**config.mk**
```make
export PLATFORM = sky130hd
export DESIGN_NAME = fp_special_case_unit
export DESIGN_NICKNAME = d
export VERILOG_FILES = /design/src/rtl/fp_special_case_unit.sv
export SDC_FILE = /design/constraint.sdc
export NUM_CORES = 1
export LEC_CHECK = 0
export CAP_MARGIN = 0
export CORE_MARGIN = 1
export CORE_UTILIZATION = 33
export DETAILED_ROUTE_END_ITERATION = 10
export PLACE_DENSITY = 0.86
export SLEW_MARGIN = 20
export SYNTH_ARGS = -nofsm -noshare
export SYNTH_HDL_FRONTEND = slang
export SYNTH_SLANG_ARGS = --single-unit
export TNS_END_PERCENT = 5
```
**constraint.sdc**
```tcl
create_clock -name clk -period 3.3 [get_ports clk]
set_input_delay 0.99 -clock clk [delete_from_list [all_inputs] [get_ports clk]]
set_output_delay 0.99 -clock clk [all_outputs]
set_load 0.01 [all_outputs]
```
**src/rtl/fp_special_case_unit.sv**
```systemverilog
// ============================================================================
// Module      : fp_special_case_unit
// Description : Two-stage elastic IEEE-754 special-case resolver for the
//               multiply / divide datapath. Classifies both raw operands,
//               resolves NaN / Inf / zero outcomes, raises per-result and
//               sticky invalid / divide-by-zero flags.
//               Optional build macro: FP_SPECIAL_DENORM_FLUSH_EN
//               (subnormal operands are classified as zero).
// Revision    : 1.0 - initial parametrised, pipelined release
// ============================================================================
`default_nettype none

module fp_special_case_unit #(
    parameter int EXP_W = 8,
    parameter int MAN_W = 23
) (
    input  logic                     clk,
    input  logic                     rst,
    input  logic                     in_valid,
    output logic                     in_ready,
    input  logic                     op_div,
    input  logic [EXP_W+MAN_W:0]     a,
    input  logic [EXP_W+MAN_W:0]     b,
    output logic                     out_valid,
    input  logic                     out_ready,
    output logic [EXP_W+MAN_W:0]     special_result,
    output logic                     is_special,
    output logic                     flag_invalid,
    output logic                     flag_dbz,
    output logic                     sticky_invalid,
    output logic                     sticky_dbz,
    input  logic                     flags_clr
);

    localparam int               c_W        = 1 + EXP_W + MAN_W;
    localparam logic [EXP_W-1:0] c_EXP_ONES = '1;
    localparam logic [EXP_W-1:0] c_EXP_ZERO = '0;
    localparam logic [MAN_W-1:0] c_MAN_ZERO = '0;
    localparam logic [MAN_W-1:0] c_MAN_QNAN = {{(MAN_W-1){1'b0}}, 1'b1};

    // ------------------------------------------------------------------
    // Operand field extraction and classification (feeds S1 only)
    // ------------------------------------------------------------------
    logic [EXP_W-1:0] w_a_exp, w_b_exp;
    logic [MAN_W-1:0] w_a_man, w_b_man;
    logic             w_a_nan, w_a_inf, w_a_zero;
    logic             w_b_nan, w_b_inf, w_b_zero;

    assign w_a_exp = a[MAN_W +: EXP_W];
    assign w_b_exp = b[MAN_W +: EXP_W];
    assign w_a_man = a[MAN_W-1:0];
    assign w_b_man = b[MAN_W-1:0];

    assign w_a_nan = (w_a_exp == c_EXP_ONES) && (w_a_man != c_MAN_ZERO);
    assign w_b_nan = (w_b_exp == c_EXP_ONES) && (w_b_man != c_MAN_ZERO);
    assign w_a_inf = (w_a_exp == c_EXP_ONES) && (w_a_man == c_MAN_ZERO);
    assign w_b_inf = (w_b_exp == c_EXP_ONES) && (w_b_man == c_MAN_ZERO);

`ifdef FP_SPECIAL_DENORM_FLUSH_EN
    // Subnormals are treated as zero for every rule
    assign w_a_zero = (w_a_exp == c_EXP_ZERO);
    assign w_b_zero = (w_b_exp == c_EXP_ZERO);
`else
    // Subnormals remain finite nonzero values
    assign w_a_zero = (w_a_exp == c_EXP_ZERO) && (w_a_man == c_MAN_ZERO);
    assign w_b_zero = (w_b_exp == c_EXP_ZERO) && (w_b_man == c_MAN_ZERO);
`endif

    // ------------------------------------------------------------------
    // Elastic pipeline advance controls
    // ------------------------------------------------------------------
    logic r_s1_valid, r_s2_valid;
    logic w_s1_adv, w_s2_adv, w_out_hs;

    assign w_s2_adv = !r_s2_valid || out_ready;
    assign w_s1_adv = !r_s1_valid || w_s2_adv;
    assign in_ready = w_s1_adv;
    assign w_out_hs = r_s2_valid && out_ready;

    // ------------------------------------------------------------------
    // Stage 1 registers: classification bits, result sign, operation
    // ------------------------------------------------------------------
    logic r_s1_a_nan, r_s1_a_inf, r_s1_a_zero;
    logic r_s1_b_nan, r_s1_b_inf, r_s1_b_zero;
    logic r_s1_sign, r_s1_div;

    // S1 valid follows the input whenever the stage may advance; data loads only on handshake
    always_ff @(posedge clk or posedge rst) begin
        if (rst) begin
            r_s1_valid  <= 1'b0;
            r_s1_a_nan  <= 1'b0;
            r_s1_a_inf  <= 1'b0;
            r_s1_a_zero <= 1'b0;
            r_s1_b_nan  <= 1'b0;
            r_s1_b_inf  <= 1'b0;
            r_s1_b_zero <= 1'b0;
            r_s1_sign   <= 1'b0;
            r_s1_div    <= 1'b0;
        end else if (w_s1_adv) begin
            r_s1_valid <= in_valid;
            if (in_valid) begin
                r_s1_a_nan  <= w_a_nan;
                r_s1_a_inf  <= w_a_inf;
                r_s1_a_zero <= w_a_zero;
                r_s1_b_nan  <= w_b_nan;
                r_s1_b_inf  <= w_b_inf;
                r_s1_b_zero <= w_b_zero;
                r_s1_sign   <= a[c_W-1] ^ b[c_W-1];
                r_s1_div    <= op_div;
            end
        end
    end

    // ------------------------------------------------------------------
    // Special-case resolution from S1 state (first matching rule wins)
    // ------------------------------------------------------------------
    logic [c_W-1:0] w_res;
    logic           w_special, w_invalid, w_dbz;
    logic [c_W-1:0] w_nan_val, w_inf_val, w_zero_val;

    assign w_nan_val  = {r_s1_sign, c_EXP_ONES, c_MAN_QNAN};
    assign w_inf_val  = {r_s1_sign, c_EXP_ONES, c_MAN_ZERO};
    assign w_zero_val = {r_s1_sign, c_EXP_ZERO, c_MAN_ZERO};

    // Priority-ordered rule table for multiply and divide
    always_comb begin
        w_res     = w_zero_val;
        w_special = 1'b0;
        w_invalid = 1'b0;
        w_dbz     = 1'b0;
        if (r_s1_a_nan || r_s1_b_nan) begin
            w_res     = w_nan_val;
            w_special = 1'b1;
        end else if (!r_s1_div) begin
            if ((r_s1_a_inf && r_s1_b_zero) || (r_s1_a_zero && r_s1_b_inf)) begin
                w_res     = w_nan_val;
                w_special = 1'b1;
                w_invalid = 1'b1;
            end else if (r_s1_a_inf || r_s1_b_inf) begin
                w_res     = w_inf_val;
                w_special = 1'b1;
            end else if (r_s1_a_zero || r_s1_b_zero) begin
                w_res     = w_zero_val;
                w_special = 1'b1;
            end
        end else begin
            if ((r_s1_a_zero && r_s1_b_zero) || (r_s1_a_inf && r_s1_b_inf)) begin
                w_res     = w_nan_val;
                w_special = 1'b1;
                w_invalid = 1'b1;
            end else if (r_s1_a_inf) begin
                w_res     = w_inf_val;
                w_special = 1'b1;
            end else if (r_s1_b_zero) begin
                // a is finite nonzero here: earlier rules removed NaN, Inf and 0/0
                w_res     = w_inf_val;
                w_special = 1'b1;
                w_dbz     = 1'b1;
            end else if (r_s1_b_inf || r_s1_a_zero) begin
                w_res     = w_zero_val;
                w_special = 1'b1;
            end
        end
    end

    // ------------------------------------------------------------------
    // Stage 2 registers: resolved result and per-result flags
    // ------------------------------------------------------------------
    logic [c_W-1:0] r_s2_result;
    logic           r_s2_special, r_s2_invalid, r_s2_dbz;

    // S2 loads from S1 when it may advance; outputs hold while stalled
    always_ff @(posedge clk or posedge rst) begin
        if (rst) begin
            r_s2_valid   <= 1'b0;
            r_s2_result  <= '0;
            r_s2_special <= 1'b0;
            r_s2_invalid <= 1'b0;
            r_s2_dbz     <= 1'b0;
        end else if (w_s2_adv) begin
            r_s2_valid <= r_s1_valid;
            if (r_s1_valid) begin
                r_s2_result  <= w_res;
                r_s2_special <= w_special;
                r_s2_invalid <= w_invalid;
                r_s2_dbz     <= w_dbz;
            end
        end
    end

    // ------------------------------------------------------------------
    // Sticky flags: a set on the output handshake beats a same-cycle clear
    // ------------------------------------------------------------------
    logic r_sticky_invalid, r_sticky_dbz;

    // Accumulate flags of results actually consumed downstream
    always_ff @(posedge clk or posedge rst) begin
        if (rst) begin
            r_sticky_invalid <= 1'b0;
            r_sticky_dbz     <= 1'b0;
        end else begin
            r_sticky_invalid <= (flags_clr ? 1'b0 : r_sticky_invalid) | (w_out_hs & r_s2_invalid);
            r_sticky_dbz     <= (flags_clr ? 1'b0 : r_sticky_dbz)     | (w_out_hs & r_s2_dbz);
        end
    end

    assign out_valid      = r_s2_valid;
    assign special_result = r_s2_result;
    assign is_special     = r_s2_special;
    assign flag_invalid   = r_s2_invalid;
    assign flag_dbz       = r_s2_dbz;
    assign sticky_invalid = r_sticky_invalid;
    assign sticky_dbz     = r_sticky_dbz;

endmodule

`default_nettype wire

```
==> results.txt <==
max FFs per register: 3
combinational share of power: 36.3%
global-route wire length before repair: 4485 µm
Final Critical Period: 3.146 ns
filler instances: 316
clock sink count: 18
Total GRT Usage: 16.24%
Top FF cell, synth: dfrtp_1
top-count cell post-synth: buf_4
vias in the first global route: 1052
number of DRC markers in iteration 0: 38
fin crit share: 95.33%
Ys Warns: 0
highest clock rate: 317.9 MHz
Yosys top cell by area: dfrtp_1
VDD IR-drop max: 0.0001275 V
Final Util: 58.82%
Max Slew Vio Count: 0
slew margin rel.: 53.75%
CTS root buffer: clkbuf_4
Distinct cells, synth: 29
Final Hold Fails: 0
largest net degree at the start of global routing: 19
Reg power frac: 42.1%
Total Wirelength: 2947 µm
Post-synth EDFFs: 0
crit start category: primary input
hold buffer count at CTS: 0
Net Sw Frac: 26.35%
Clock Tree Buf Depth: 2
initial antenna violation count: 0
CTS tree: yes
PortBufs: 86
PnR worst setup slack: 0.1540 ns
H-tree lvl count: 1
internal power: 0.4527 mW
Critical Path Fanout Max: 3
top post-synthesis cells by count: 29 x buf_4, 18 x dfrtp_1, 14 x nor4_1
Post-Syn Instances: 125
post-CTS setup buffers: 0
fin area: 1978 µm²
DRC viols: 0
antenna cells: 0
placed cells: 249
top post-synthesis cells by area: dfrtp_1 39%, buf_4 19%, nor4_1 7.5%
pwr dens: 310.7 nW/µm²
Critical Path End Type: primary output
Post-synth ARST share: 100.0%
setup TNS: 0 ns
GRT Residual Overflow: 0
Area Growth Syn to Fin: 69.64%
post-synthesis register bit count: 18
Core ar.: 3363 µm²
Worst Hold Class: reg2reg
layout net count: 278
fin cells: 253
Placement Setup Slack: 0.1476 ns
row count: 21
layout cell share with drive strength beyond 1: 5.797%
Avg WL per Cell: 11.65 µm
clock skew: 0.004234 ns
NetSw: 0.1620 mW
GP Congestion: 0.7900
Seq/Total Area, Yosys: 38.63%
vias per cell: 4.597
outcome: finished, final reports clean
Worst Max-Slew Pin Slew: 0.6929 ns
Initial Util: 34.67%
crit path kind: in2out
TritonCTS Buffers: 3
Avg Inst Size Synth: 9.329 µm²
Cell Area, Synth: 1166 µm²
Worst EP required: 2.31 ns
CTS clock-pin slew for the worst setup and hold paths: 0.10 ns
io pins: 109
Clk pwr share: 21.6%
Max-Cap Viols: 0
overall die area: 3775 µm²
Pwr Total: 0.6146 mW
placed cell area: 1942 µm²
Final Setup Violations: 0
RSZ-0062 raised after global routing: no
area share of the largest cell type after synthesis: 38.63%
Die Span Y: 61.45 µm
die width: 61.45 µm
routed vias: 1163
Detail Placement HPWL: 2565 µm
Leak: 0.7922 nW
Pre-antenna DRT Iters: 4
final hold slack: 0.4974 ns
post-CTS sizing: 0
Antenna Nets Post-Route: 0
Skew-Pair Late Insertion Delay: 0.28 ns
Crit path arrival time: 2.16 ns
[layout by cell type (no fill, tap or decap), drive strengths merged, types with 3 or more instances in the layout]
master,Yosys,layout
conb,1,22
clkdlybuf4s50,0,86
nand4,6,6
nor3,7,7
nand2b,3,3
dfrtp,18,18
inv,3,3
nand2,12,12
o21ai,5,5
nor2,5,5
nor4,14,14
a22o,5,5
clkbuf,0,4
[metal layers]
metal	global-route usage (%)	vias to the layer above	share of wire, %	wire length [µm]
li1	-	574	-	-
met1	18.38	530	38	1123
met2	31.06	57	55	1612
met3	2.941	2	6.9	203
met4	4.444	0	0.27	8
met5	0	-	0	0
[final timing paths]
path	start	endpoint	slack (ns)	cells past startpoint
setup / recovery	out_ready	in_ready	0.15	3
hold / removal	special_result[0]	special_result[0]	0.50	2
setup reg to reg	out_valid	r_s1_b_nan	2.01	3
hold reg to reg	special_result[0]	special_result[0]	0.50	2
max in group asynchronous	rst	out_valid	1.75	2
min in group asynchronous	rst	special_result[31]	1.10	2
[worst max-delay path, cell delays in order]
cell             delay, ns
clkdlybuf4s50_1       0.48
nand3b_4              0.15
clkdlybuf4s50_1       0.54
[final cells by class]
cell class              instances  area (µm²)  area share [%]
inverters                       3       11.26          0.5693
clock buffers                   4       36.28           1.834
flip-flops and latches         18       450.4           22.77
well taps                      46       57.56           2.910
multi-input cells              95       554.3           28.02
repair buffers                 87       868.3           43.90
[cell families after synthesis]
group / count (synthesis) / synth area share, %
simple gates: 53 / 26.61
buf+inv: 33 / 20.60
flops: 18 / 38.63
compound gates: 17 / 10.84
mux: 2 / 2.253
xor+xnor: 1 / 0.7512
other cells: 1 / 0.3216
[power groups by stage]
stage | logic (mW) | registers, mW | clock network [mW]
2_1_floorplan | 0.103 | 0.267 | 0
3_3_place_gp | 0.220 | 0.262 | 0
3_5_place_dp | 0.225 | 0.264 | 0
4_1_cts | 0.225 | 0.260 | 0.135
5_1_grt | 0.243 | 0.263 | 0.143
6_report | 0.223 | 0.259 | 0.133
Note: power is estimated with default switching activity, not from simulation.
